==> config.mk <==
export PLATFORM = sky130hd
export DESIGN_NAME = crc3_req_scheduler
export DESIGN_NICKNAME = d
export VERILOG_FILES = /design/src/rtl/crc3_req_scheduler.sv
export SDC_FILE = /design/constraint.sdc
export NUM_CORES = 1
export LEC_CHECK = 0
export CORE_ASPECT_RATIO = 1.25
export CORE_UTILIZATION = 35
export CTS_CLUSTER_SIZE = 24
export DETAILED_ROUTE_END_ITERATION = 8
export SLEW_MARGIN = 10
export SYNTH_ARGS = -nofsm -noshare
export SYNTH_HDL_FRONTEND = slang
export SYNTH_SLANG_ARGS = --single-unit
==> constraint.sdc <==
create_clock -name clk -period 3.9 [get_ports clk]
set_clock_uncertainty 0.05 [all_clocks]
set_input_delay 0.78 -clock clk [delete_from_list [all_inputs] [get_ports clk]]
set_output_delay 0.78 -clock clk [all_outputs]
set_load 0.005 [all_outputs]
==> src/rtl/crc3_req_scheduler.sv <==
// Round-robin scheduler sharing one serial CRC-3 engine between NUM_REQ requesters.
// Feeds each accepted 5-bit message plus 3 zero bits, captures the codeword and cross-checks it.
module crc3_req_scheduler #(
    parameter int NUM_REQ  = 4,
    parameter int ID_W     = 2,
    parameter bit CHECK_EN = 1'b1
) (
    input  logic                 clk,
    input  logic                 reset,
    input  logic [NUM_REQ-1:0]   req_valid_i,
    input  logic [5*NUM_REQ-1:0] req_msg_i,
    output logic [NUM_REQ-1:0]   req_ready_o,
    output logic                 eng_enable_o,
    output logic                 eng_data_o,
    input  logic [7:0]           eng_result_i,
    output logic                 res_valid_o,
    output logic [7:0]           res_data_o,
    output logic [ID_W-1:0]      res_id_o,
    output logic                 busy_o,
    output logic                 err_o,
    input  logic                 err_clr_i
);

    localparam logic [1:0] ST_IDLE    = 2'd0;
    localparam logic [1:0] ST_FEED    = 2'd1;
    localparam logic [1:0] ST_WAIT    = 2'd2;
    localparam logic [1:0] ST_RELEASE = 2'd3;

    localparam int                SUM_W     = ID_W + 1;
    localparam logic [SUM_W-1:0]  NUM_REQ_S = SUM_W'(NUM_REQ);
    localparam logic [ID_W-1:0]   LAST_ID   = ID_W'(NUM_REQ - 1);

    function automatic logic [2:0] crc3_step(input logic [2:0] c, input logic b);
        crc3_step = {b ^ c[2] ^ c[0], c[2:1]};
    endfunction

    logic [1:0]           state_q, state_d;
    logic [ID_W-1:0]      rr_q, rr_d;
    logic [2:0]           cnt_q, cnt_d;
    logic [4:0]           msg_q, msg_d;
    logic [ID_W-1:0]      id_q, id_d;
    logic [2:0]           crc_q, crc_d;
    logic                 res_valid_q, res_valid_d;
    logic [7:0]           res_data_q, res_data_d;
    logic [ID_W-1:0]      res_id_q, res_id_d;
    logic                 err_q, err_d;

    logic [2*NUM_REQ-1:0] dbl_s;
    logic [NUM_REQ-1:0]   rot_s;
    logic [ID_W-1:0]      off_s;
    logic                 grant_hit_s;
    logic [SUM_W-1:0]     sum_s;
    logic [SUM_W-1:0]     idx_s;
    logic [ID_W-1:0]      grant_id_s;
    logic [5*NUM_REQ-1:0] msg_shift_s;
    logic [4:0]           sel_msg_s;
    logic                 feed_bit_s;
    logic                 new_err_s;

    // Rotate valids so the search starts at rr, then take the lowest set bit
    always_comb begin
        dbl_s       = {req_valid_i, req_valid_i} >> rr_q;
        rot_s       = dbl_s[NUM_REQ-1:0];
        off_s       = '0;
        grant_hit_s = 1'b0;
        for (int k = NUM_REQ - 1; k >= 0; k--) begin
            off_s       = rot_s[k] ? ID_W'(k) : off_s;
            grant_hit_s = grant_hit_s | rot_s[k];
        end
        sum_s       = {1'b0, rr_q} + {1'b0, off_s};
        idx_s       = (sum_s >= NUM_REQ_S) ? (sum_s - NUM_REQ_S) : sum_s;
        grant_id_s  = idx_s[ID_W-1:0];
        msg_shift_s = req_msg_i >> (5 * int'(grant_id_s));
        sel_msg_s   = msg_shift_s[4:0];
    end

    // One-hot grant, only offered while idle
    always_comb begin
        if ((state_q == ST_IDLE) && grant_hit_s) begin
            req_ready_o = NUM_REQ'(1'b1) << grant_id_s;
        end else begin
            req_ready_o = '0;
        end
    end

    // Serial bit: message MSB first for cnt 0..4, zero padding afterwards
    always_comb begin
        if ((state_q == ST_FEED) && (cnt_q < 3'd5)) begin
            feed_bit_s = msg_q[3'd4 - cnt_q];
        end else begin
            feed_bit_s = 1'b0;
        end
    end

    // Next-state logic for the job sequencer, result capture and sticky error
    always_comb begin
        state_d     = state_q;
        rr_d        = rr_q;
        cnt_d       = cnt_q;
        msg_d       = msg_q;
        id_d        = id_q;
        crc_d       = crc_q;
        res_valid_d = 1'b0;
        res_data_d  = res_data_q;
        res_id_d    = res_id_q;
        new_err_s   = 1'b0;
        case (state_q)
            ST_IDLE: begin
                if (grant_hit_s) begin
                    state_d = ST_FEED;
                    msg_d   = sel_msg_s;
                    id_d    = grant_id_s;
                    rr_d    = (grant_id_s == LAST_ID) ? '0 : grant_id_s + ID_W'(1'b1);
                    cnt_d   = 3'd0;
                    crc_d   = 3'b000;
                end else begin
                    state_d = ST_IDLE;
                end
            end
            ST_FEED: begin
                crc_d = crc3_step(crc_q, feed_bit_s);
                cnt_d = cnt_q + 3'd1;
                if (cnt_q == 3'd7) begin
                    state_d = ST_WAIT;
                end else begin
                    state_d = ST_FEED;
                end
            end
            ST_WAIT: begin
                res_data_d  = eng_result_i;
                res_id_d    = id_q;
                res_valid_d = 1'b1;
                new_err_s   = CHECK_EN && (eng_result_i != {msg_q, crc_q});
                state_d     = ST_RELEASE;
            end
            ST_RELEASE: begin
                state_d = ST_IDLE;
            end
            default: begin
                state_d = ST_IDLE;
            end
        endcase
        // A fresh mismatch outranks a same-cycle clear
        if (new_err_s) begin
            err_d = 1'b1;
        end else if (err_clr_i) begin
            err_d = 1'b0;
        end else begin
            err_d = err_q;
        end
    end

    // State registers; reset drops any job in flight
    always_ff @(posedge clk or posedge reset) begin
        if (reset) begin
            state_q     <= ST_IDLE;
            rr_q        <= '0;
            cnt_q       <= 3'd0;
            msg_q       <= 5'd0;
            id_q        <= '0;
            crc_q       <= 3'b000;
            res_valid_q <= 1'b0;
            res_data_q  <= 8'h00;
            res_id_q    <= '0;
            err_q       <= 1'b0;
        end else begin
            state_q     <= state_d;
            rr_q        <= rr_d;
            cnt_q       <= cnt_d;
            msg_q       <= msg_d;
            id_q        <= id_d;
            crc_q       <= crc_d;
            res_valid_q <= res_valid_d;
            res_data_q  <= res_data_d;
            res_id_q    <= res_id_d;
            err_q       <= err_d;
        end
    end

    assign eng_enable_o = (state_q == ST_FEED) || (state_q == ST_WAIT);
    assign eng_data_o   = feed_bit_s;
    assign busy_o       = (state_q != ST_IDLE);
    assign res_valid_o  = res_valid_q;
    assign res_data_o   = res_data_q;
    assign res_id_o     = res_id_q;
    assign err_o        = err_q;

endmodule

* Yosys cells after proc, flatten, opt, wreduce, memory -nomap -nowiden
Cells that the tools add are included.
** Cells by class
- Muxes and demuxes :: 20
- Shift-type cells :: 3
- Bitwise logic cells :: 5
- Order comparisons :: 3
- Reduce and logical (&&, ||, !) cells :: 9
- Add/sub/neg operators :: 5
- Equality and inequality tests :: 7
- Multiply operators :: 1
** Operator list (number)
- right shift 20 x 5 -> 5 bit :: 1
- two-way mux 2 bit :: 7
- one-hot mux 3 bit (2 select lines) :: 2
- inequality test 8 bit :: 1
- one-hot mux 2 bit (4 select lines) :: 1
- right shift 8 x 2 -> 4 bit :: 1
- two-way mux 1 bit :: 7
- equality test 2 bit (second input constant) :: 3
- nonzero test 2 bit :: 3
- multiplier 3 x 2 -> 5 bit (first input constant) :: 1
- < comparator 3 x 4 -> 1 bit (second input constant) :: 1
- two-way mux 4 bit :: 1
- AND reduction 2 bit :: 2
- left shift 1 x 2 -> 4 bit (first input constant) :: 1
- adder 2 x 2 -> 3 bit :: 1
- adder 3 x 1 -> 3 bit (second input constant) :: 1
- binary-select mux 1 bit (select 3 bit) :: 1
- equality test 3 bit (second input constant) :: 1
- greater-or-equal comparator 3 bit (second input constant) :: 1
- < comparator 3 bit (second input constant) :: 1
- two-way mux 3 bit :: 1
- OR 1 bit :: 3
- subtractor 3 bit (first input constant) :: 1
- adder 2 x 1 -> 2 bit (second input constant) :: 1
- 7 further kinds :: 9
** Storage, ports and cells
- Logic and storage cells :: 63
- Bits of input ports :: 35
- Register bits after elaboration :: 29
- Output and inout port bits :: 19

* Depth between registers and ports, before layout
Gate-level depths: netlist of the first run.
- Word-level depth :: 10
- Depth in mapped cells :: 13
- Mapped depth without buffers :: 11

* Worst setup path after synthesis of the first run
OpenSTA, ideal clock, no wires.
- Kind :: in2out
- From :: in req_valid_i[0]
- To :: out req_ready_o[1]
- Data required time :: 3.070 ns
- Arrival :: 2.537 ns
- Path buffers :: 2
- Stages on the path :: 10
- Setup slack :: 0.533 ns
- Path through :: clkbuf_1 -> nor2_1 -> a2bb2oi_1 -> nor2_1 -> a21oi_1 -> nand3_1 -> ha_1 -> buf_1 -> nand2_1 -> nor2_1
** On the way
- Word-level cells in the longest chain between the ends :: 10
** RTL lines
- from (decl) :: line 10 : input logic [NUM_REQ-1:0] req_valid_i,
- right shift 8 x 2 -> 4 bit * :: line 62 : dbl_s = {req_valid_i, req_valid_i} >> rr_q;
- two-way mux 2 bit (4 in series) :: line 67 : off_s = rot_s[k] ? ID_W'(k) : off_s;
- adder 2 x 2 -> 3 bit :: line 70 : sum_s = {1'b0, rr_q} + {1'b0, off_s};
- greater-or-equal comparator 3 bit / subtractor 2 x 1 -> 2 bit (equally long branches) :: line 71 : idx_s = (sum_s >= NUM_REQ_S) ? (sum_s - NUM_REQ_S) : sum_s;
- two-way mux 2 bit :: line 71
- left shift 1 x 2 -> 4 bit :: line 80 : req_ready_o = NUM_REQ'(1'b1) << grant_id_s;
- two-way mux 4 bit * :: line 79 : if ((state_q == ST_IDLE) && grant_hit_s) begin
- to (decl) :: line 12 : output logic [NUM_REQ-1:0] req_ready_o,
Mark *: on every way between the ends. The rest lies on a longest branch, timed or not.

* Final worst setup path of the first run
- From :: in req_valid_i[1]
- To :: out req_ready_o[2]
Same word-level chain as after synthesis.

==> results of run 1 <==
==> logic make-up after synthesis <==
kind of cell               count (synthesis)  synth area share
buffers and inverters                     25            0.0520
adders and majority gates                  9            0.0544
muxes                                     28             0.149
DFF                                       29             0.351
and+or+nand+nor                           52             0.132
xor gates and xnor gates                  15            0.0738
AOI/OAI and AO/OA                         52             0.188
==> power groups by stage <==
stage / sequential (W) / combinational [W] / clock (W)
after floorplan: 0.000544 / 0.000974 / 0
after global placement: 0.000601 / 0.00133 / 0
after detailed placement: 0.000607 / 0.00136 / 0
after CTS: 0.000605 / 0.00138 / 0.000323
after global routing: 0.000639 / 0.00156 / 0.000339
final: 0.000610 / 0.00141 / 0.000315
==> how the worst max path moves through the flow <==
stage / start / slack, ns / endpoint
detailed placement: req_valid_i[1] / -0.1 / req_ready_o[0]
global placement: req_valid_i[1] / -0.04 / req_ready_o[2]
global route: req_valid_i[1] / -0.004 / req_ready_o[2]
finish: req_valid_i[1] / 0.13 / req_ready_o[2]
floorplan: req_valid_i[0] / 0.53 / req_ready_o[1]
CTS: req_valid_i[2] / 0.01 / req_ready_o[3]
==> critical path: stages <==
cell and delay (ns):
clkdlybuf4s50_1 0.50, nand2b_4 0.14, a2bb2oi_2 0.13, nor2_1 0.04, a21oi_1 0.13, nand3_1 0.15, ha_4 0.22, xnor2_4 0.15
buf_4 0.15, xor2_2 0.15, nor3_1 0.15, dlygate4sd2_1 0.26
==> per-stage QoR <==
stage / utilization / area (sq um) / hold slack (ns) / setup TNS [ns] / cells
after CTS: 0.512 / 2840 / 0.445 / 0 / 334
after global routing: 0.523 / 2900 / 0.465 / -0.00432 / 335
after floorplan: - / 2070 / 0.390 / 0 / 210
after detailed placement: 0.487 / 2710 / 0.430 / -0.268 / 326
final: 0.523 / 2900 / 0.440 / 0 / 335
after global placement: 0.487 / 2710 / 0.410 / -0.0778 / 326
==> cells in the mapped netlist (2+ instances only) <==
cell,count
xnor2_1,11
mux2_2,12
a211oi_1,4
o31ai_1,5
inv_1,12
dfrtp_1,29
a21oi_1,8
nand2_1,11
o311ai_0,3
a32o_1,3
buf_1,3
clkbuf_1,6
and3_1,3
xor2_1,2
ha_1,9
o22a_1,3
buf_2,2
a211o_1,3
nor2_1,10
nand3b_1,4
mux2i_1,15
or4_1,3
a22oi_1,4
o21ai_0,7
nand3_1,5
nand4_1,2
nor3_1,6
o211ai_1,4
nand2b_1,5
==> cell type report <==
cell class / instances / area [sq um]
clock buffer: 7 / 86.3
clock inverter: 1 / 30.0
fill: 538 / 2650
inverter: 12 / 45.0
multi-input combinational: 156 / 1300
sequential: 29 / 726
tap: 64 / 80.1
timing repair buffer: 66 / 636
==> flip-flops by register name, indices dropped and copies added, names as in the netlist, named ones only <==
name         cells
res_data_o       8
res_id_o         2
msg_q            5
res_valid_o      1
cnt_q            3
crc_q            3
id_q             2
err_o            1
rr_q             2
state_q          1
==> layer usage <==
layer  global-route usage  vias to the layer above  routed length, microns
li1                     -                      891                       -
met1                0.188                      821                    1990
met2                0.316                       47                    2540
met3               0.0276                        5                     162
met4               0.0545                        0                      65
met5                    0                        -                       0
==> repair_timing <==
item,in CTS,in global routing
buffers inserted,0,1
pin swaps,2,3
endpoints found under the setup margin,4,2
cloned,0,0
resized for setup,5,9
==> out/qor.txt, run 1 <==
post-synthesis sequential area ratio - 0.351
top_reg_cell synth - dfrtp_1
initial antenna violation count - 0
number of flops mapped to enable cells by yosys - 0
period utilization - 0.965
clock sink count - 29
Syn Std Cell Area - 0.00207 sq mm
hold path depth - 2
CTS clk-pin slew, worst paths - 0.06 ns
drc violations - 2
fin crit period - 3.77 ns
Net Switching - 0.000900 W
leading area contributor after synthesis - dfrtp_1
syn_area_per_cell - 9.85 sq um
First-pass DRT Iterations - 8
Flop pwr share - 0.261
Post-Synthesis Cells - 210
1st-iter DRT viols - 90
total grt overflow - 0
Vias per Instance - 5.27
nets - 314
CP arrival - 2.94 ns
hold path start - id_q[1]
Hold Buf Count CTS - 0
CTS buffer count - 5
combinational share of power - 0.604
die height - 88.0 microns
GPL Wtd Cong - 0.789
Die W - 70.8 microns
final wirelength - 4.75 mm
Slew Limit Fails - 0
# H-tree levels - 2
first-pass GRT wire length - 8.18 mm
peak supply drop - 488 uV
antenna-violating nets left - 0
deepest clock path buffer count - 2
register bit total from synthesis - 29
HPWL Detailed - 3.67 mm
Hold Path End - id_q[1]
most frequent cells in the layout - clkdlybuf4s50_1 (47), dfrtp_1 (29), mux2i_1 (15)
final setup fails - 0
wire per inst - 14.2 microns
worst-skew pair later-pin latency - 0.27 ns
total I/O pin count - 54
crit-path max FO - 3
Worst setup EP type - output pin
PortBufs - 53
Reg2Reg Capture Point - msg_q[1]
site row count - 30
Fmax achieved - 0.266 GHz
Die Area - 0.00623 sq mm
top-area cell type share of the netlist area - 0.351
Power Dens Cells - 806 mW/mm^2
CP Launch Type - input pin
root buf cell - clkbuf_8
Synth cell types - 45
synth top area cells - dfrtp_1 (35%), mux2i_1 (7.3%), mux2_2 (6.5%), ha_1 (5.4%), xnor2_1 (4.7%)
Max Cap Viol - 0
cell depth of the worst flop-to-flop path - 12
ratio of cells with drive above 1 in the final layout - 0.159
Max-slew headroom - 0.319
commonest non-fill, non-tap cell in the layout - clkdlybuf4s50_1
pre-CTS setup slack - -0.0984 ns
Hold Fails Final Rpt - 0
PnR worst setup slack - 0.135 ns
total power - 0.00234 W
Vias - 1764
core box area - 0.00556 sq mm
status - finished with violations
critical setup path kind - in2out
Initial Util - 0.373
leakage power total - 1.25 nW
Area Growth Syn to Fin - 40.3%
Hold Path Class - reg2reg
vias in the first global route - 1765
failing checks - DRC
P_int - 0.00144 W
Syn Nets - 254
setup slack, reg-to-reg - 0.98 ns
worst slew pin tran - 1.01 ns
switch share - 0.385
Ant. Diodes - 0
CTS tree - done
synth warn - 0
Worst Path Required - 3.07 ns
share of flip-flops with an asynchronous set or reset - 1.00
Total GRT Usage - 0.166
largest net degree at the start of global routing - 30
RR Startpoint - rr_q[0]
clock network power share - 0.135
(Power assumes the default switching activity.)
==> inputs of run 2 (changes only) <==
CORE_UTILIZATION = 49   (was 35)
PLACE_DENSITY = 0.8   (was default)
==> run 2 against run 1 <==
Effect of this change:
- register-to-register slack is essentially flat
- setup slack got worse by 0.028 ns
- clock-buffer cell count unchanged
- first-iteration DRC count is 49% lower
- sequential power about the same
- flip-flop and latch count is the same
- the flow now finishes without violations
- hold slack worse by 0.012 ns
- combinational power about the same
- power is 1.6% lower
==> out/qor.txt, run 2 (synthesized netlist as in run 1, its figures left out) <==
Hold Path Class - reg2reg
drc violations - 0 (-2)
initial antenna violation count - 0 (unchanged)
combinational share of power - 0.617 (+0.013)
CTS clk-pin slew, worst paths - 0.06 ns (about the same)
1st-iter DRT viols - 46 (-49%)
period utilization - 0.973 (+0.00725)
Worst setup EP type - output pin
PortBufs - 53 (unchanged)
Die W - 60.1 microns (-15%)
Net Switching - 0.000910 W (+1.1%)
wire per inst - 14.5 microns (+2.0%)
core box area - 0.00407 sq mm (-27%)
Die Area - 0.00449 sq mm (-28%)
leakage power total - 1.24 nW (-0.78%)
Fmax achieved - 0.264 GHz (-0.75%)
root buf cell - clkbuf_8
Max-slew headroom - 0.312 (-0.00714)
worst slew pin tran - 1.03 ns (+0.0106 ns)
Final Cell Area - 0.00288 sq mm (-0.90%)
switch share - 0.396 (+0.0106)
CP Launch Type - input pin
Initial Util - 0.509 (+0.136)
CTS tree - done
ratio of cells with drive above 1 in the final layout - 0.166 (+0.00738)
first-pass GRT wire length - 7.66 mm (-6.3%)
placed cell area - 0.00270 sq mm (-0.37%)
Hold Buf Count CTS - 0 (unchanged)
final setup fails - 0 (unchanged)
Hold Fails Final Rpt - 0 (unchanged)
total I/O pin count - 54 (unchanged)
critical setup path kind - in2out
worst-skew pair later-pin latency - 0.29 ns (+0.02 ns)
crit-path max FO - 4 (+1)
P_int - 0.00139 W (-3.3%)
total power - 0.00230 W (-1.6%)
vias in the first global route - 1717 (-2.7%)
Worst Path Required - 3.07 ns (about the same)
fin util - 0.708 (+0.185)
antenna-violating nets left - 0 (unchanged)
clock network power share - 0.119 (-0.016)
Critical Path Source - req_valid_i[3]
CTS buffer count - 5 (unchanged)
Vias per Instance - 5.63 (+6.9%)
clock sink count - 29 (unchanged)
total grt overflow - 0 (unchanged)
Total GRT Usage - 0.232 (+0.0662)
Ant. Diodes - 0 (unchanged)
HPWL Detailed - 3.59 mm (-2.0%)
largest net degree at the start of global routing - 30 (unchanged)
Area Growth Syn to Fin - 39.1%
nets - 314 (unchanged)
commonest non-fill, non-tap cell in the layout - clkdlybuf4s50_1
max reg flops - 8 (unchanged)
site row count - 26 (-13%)
fin crit period - 3.79 ns (+0.0283 ns)
GPL Wtd Cong - 0.816 (+3.4%)
Flop pwr share - 0.264 (+0.003)
die height - 74.7 microns (-15%)
Slew Limit Fails - 0 (unchanged)
# H-tree levels - 2 (unchanged)
First-pass DRT Iterations - 4 (-4)
most frequent cells in the layout - clkdlybuf4s50_1 (47), dfrtp_1 (29), mux2i_1 (15)
deepest clock path buffer count - 2 (unchanged)
peak supply drop - 555 uV (+14%)
final wirelength - 4.73 mm (-0.46%)
Power Dens Cells - 800 mW/mm^2 (-0.69%)
CP arrival - 2.96 ns (+0.02 ns)
Vias - 1840 (+4.3%)
Max Cap Viol - 0 (unchanged)
status - complete, no violations
RR Startpoint - rr_q[0]
hold path start - id_q[1]
## run 2: final cells by class
class	count	area (sq um)
clock buffers	7	96.3
clock inverters	1	5.00
fillers	325	1190
inverters	12	45.0
multi-input cells	156	1300
flip-flops and latches	29	726
well taps	56	70.1
repair buffers	66	636
## run 2: worst max-delay path, stage by stage
cell and delay [ns]:
clkdlybuf4s50_1 0.52, nor2_1 0.08, or4_1 0.42, nand3_2 0.12, ha_4 0.17, xnor2_4 0.09
xor2_2 0.16, nor2_1 0.11, clkdlybuf4s50_1 0.50
## run 2: metal layers
metal,GRT usage,part of all wire
met2,0.407,0.55
met3,0.0464,0.032
met5,0,0
met4,0.124,0.027
met1,0.261,0.39
## run 2: metrics by stage
stage / TNS, ns / hold slack, ns / setup WS [ns] / std cells
5_1_grt: -0.0382 / 0.471 / -0.0221 / 327
6_report: 0 / 0.427 / 0.107 / 327
3_3_place_gp: -0.0416 / 0.406 / -0.0230 / 318
3_5_place_dp: -0.215 / 0.420 / -0.0835 / 318
4_1_cts: 0 / 0.435 / 0.00683 / 326
2_1_floorplan: 0 / 0.390 / 0.533 / 210
## run 2: repair_timing
action / CTS / global route
pin swaps: 4 / 4
buffers inserted: 0 / 1
resized for setup: 8 / 7
endpoints found under the setup margin: 4 / 4
## run 2: path summary, 6_finish.rpt
check / endpoint / slack (ns) / depth (start not counted)
min in group asynchronous: res_id_o[1] / 0.88 / 2
max: req_ready_o[3] / 0.11 / 9
min reg2reg: id_q[1] / 0.43 / 2
max reg2reg: msg_q[1] / 0.97 / 12
max in group asynchronous: cnt_q[2] / 2.45 / 2
min: id_q[1] / 0.43 / 2
## run 2: power by group through the flow
stage,clock [W],sequential (W),combinational [W]
CTS,0.000282,0.000608,0.00140
finish,0.000273,0.000609,0.00142
global route,0.000293,0.000634,0.00157
detailed placement,0,0.000604,0.00134
floorplan,0,0.000544,0.000974
global placement,0,0.000594,0.00131
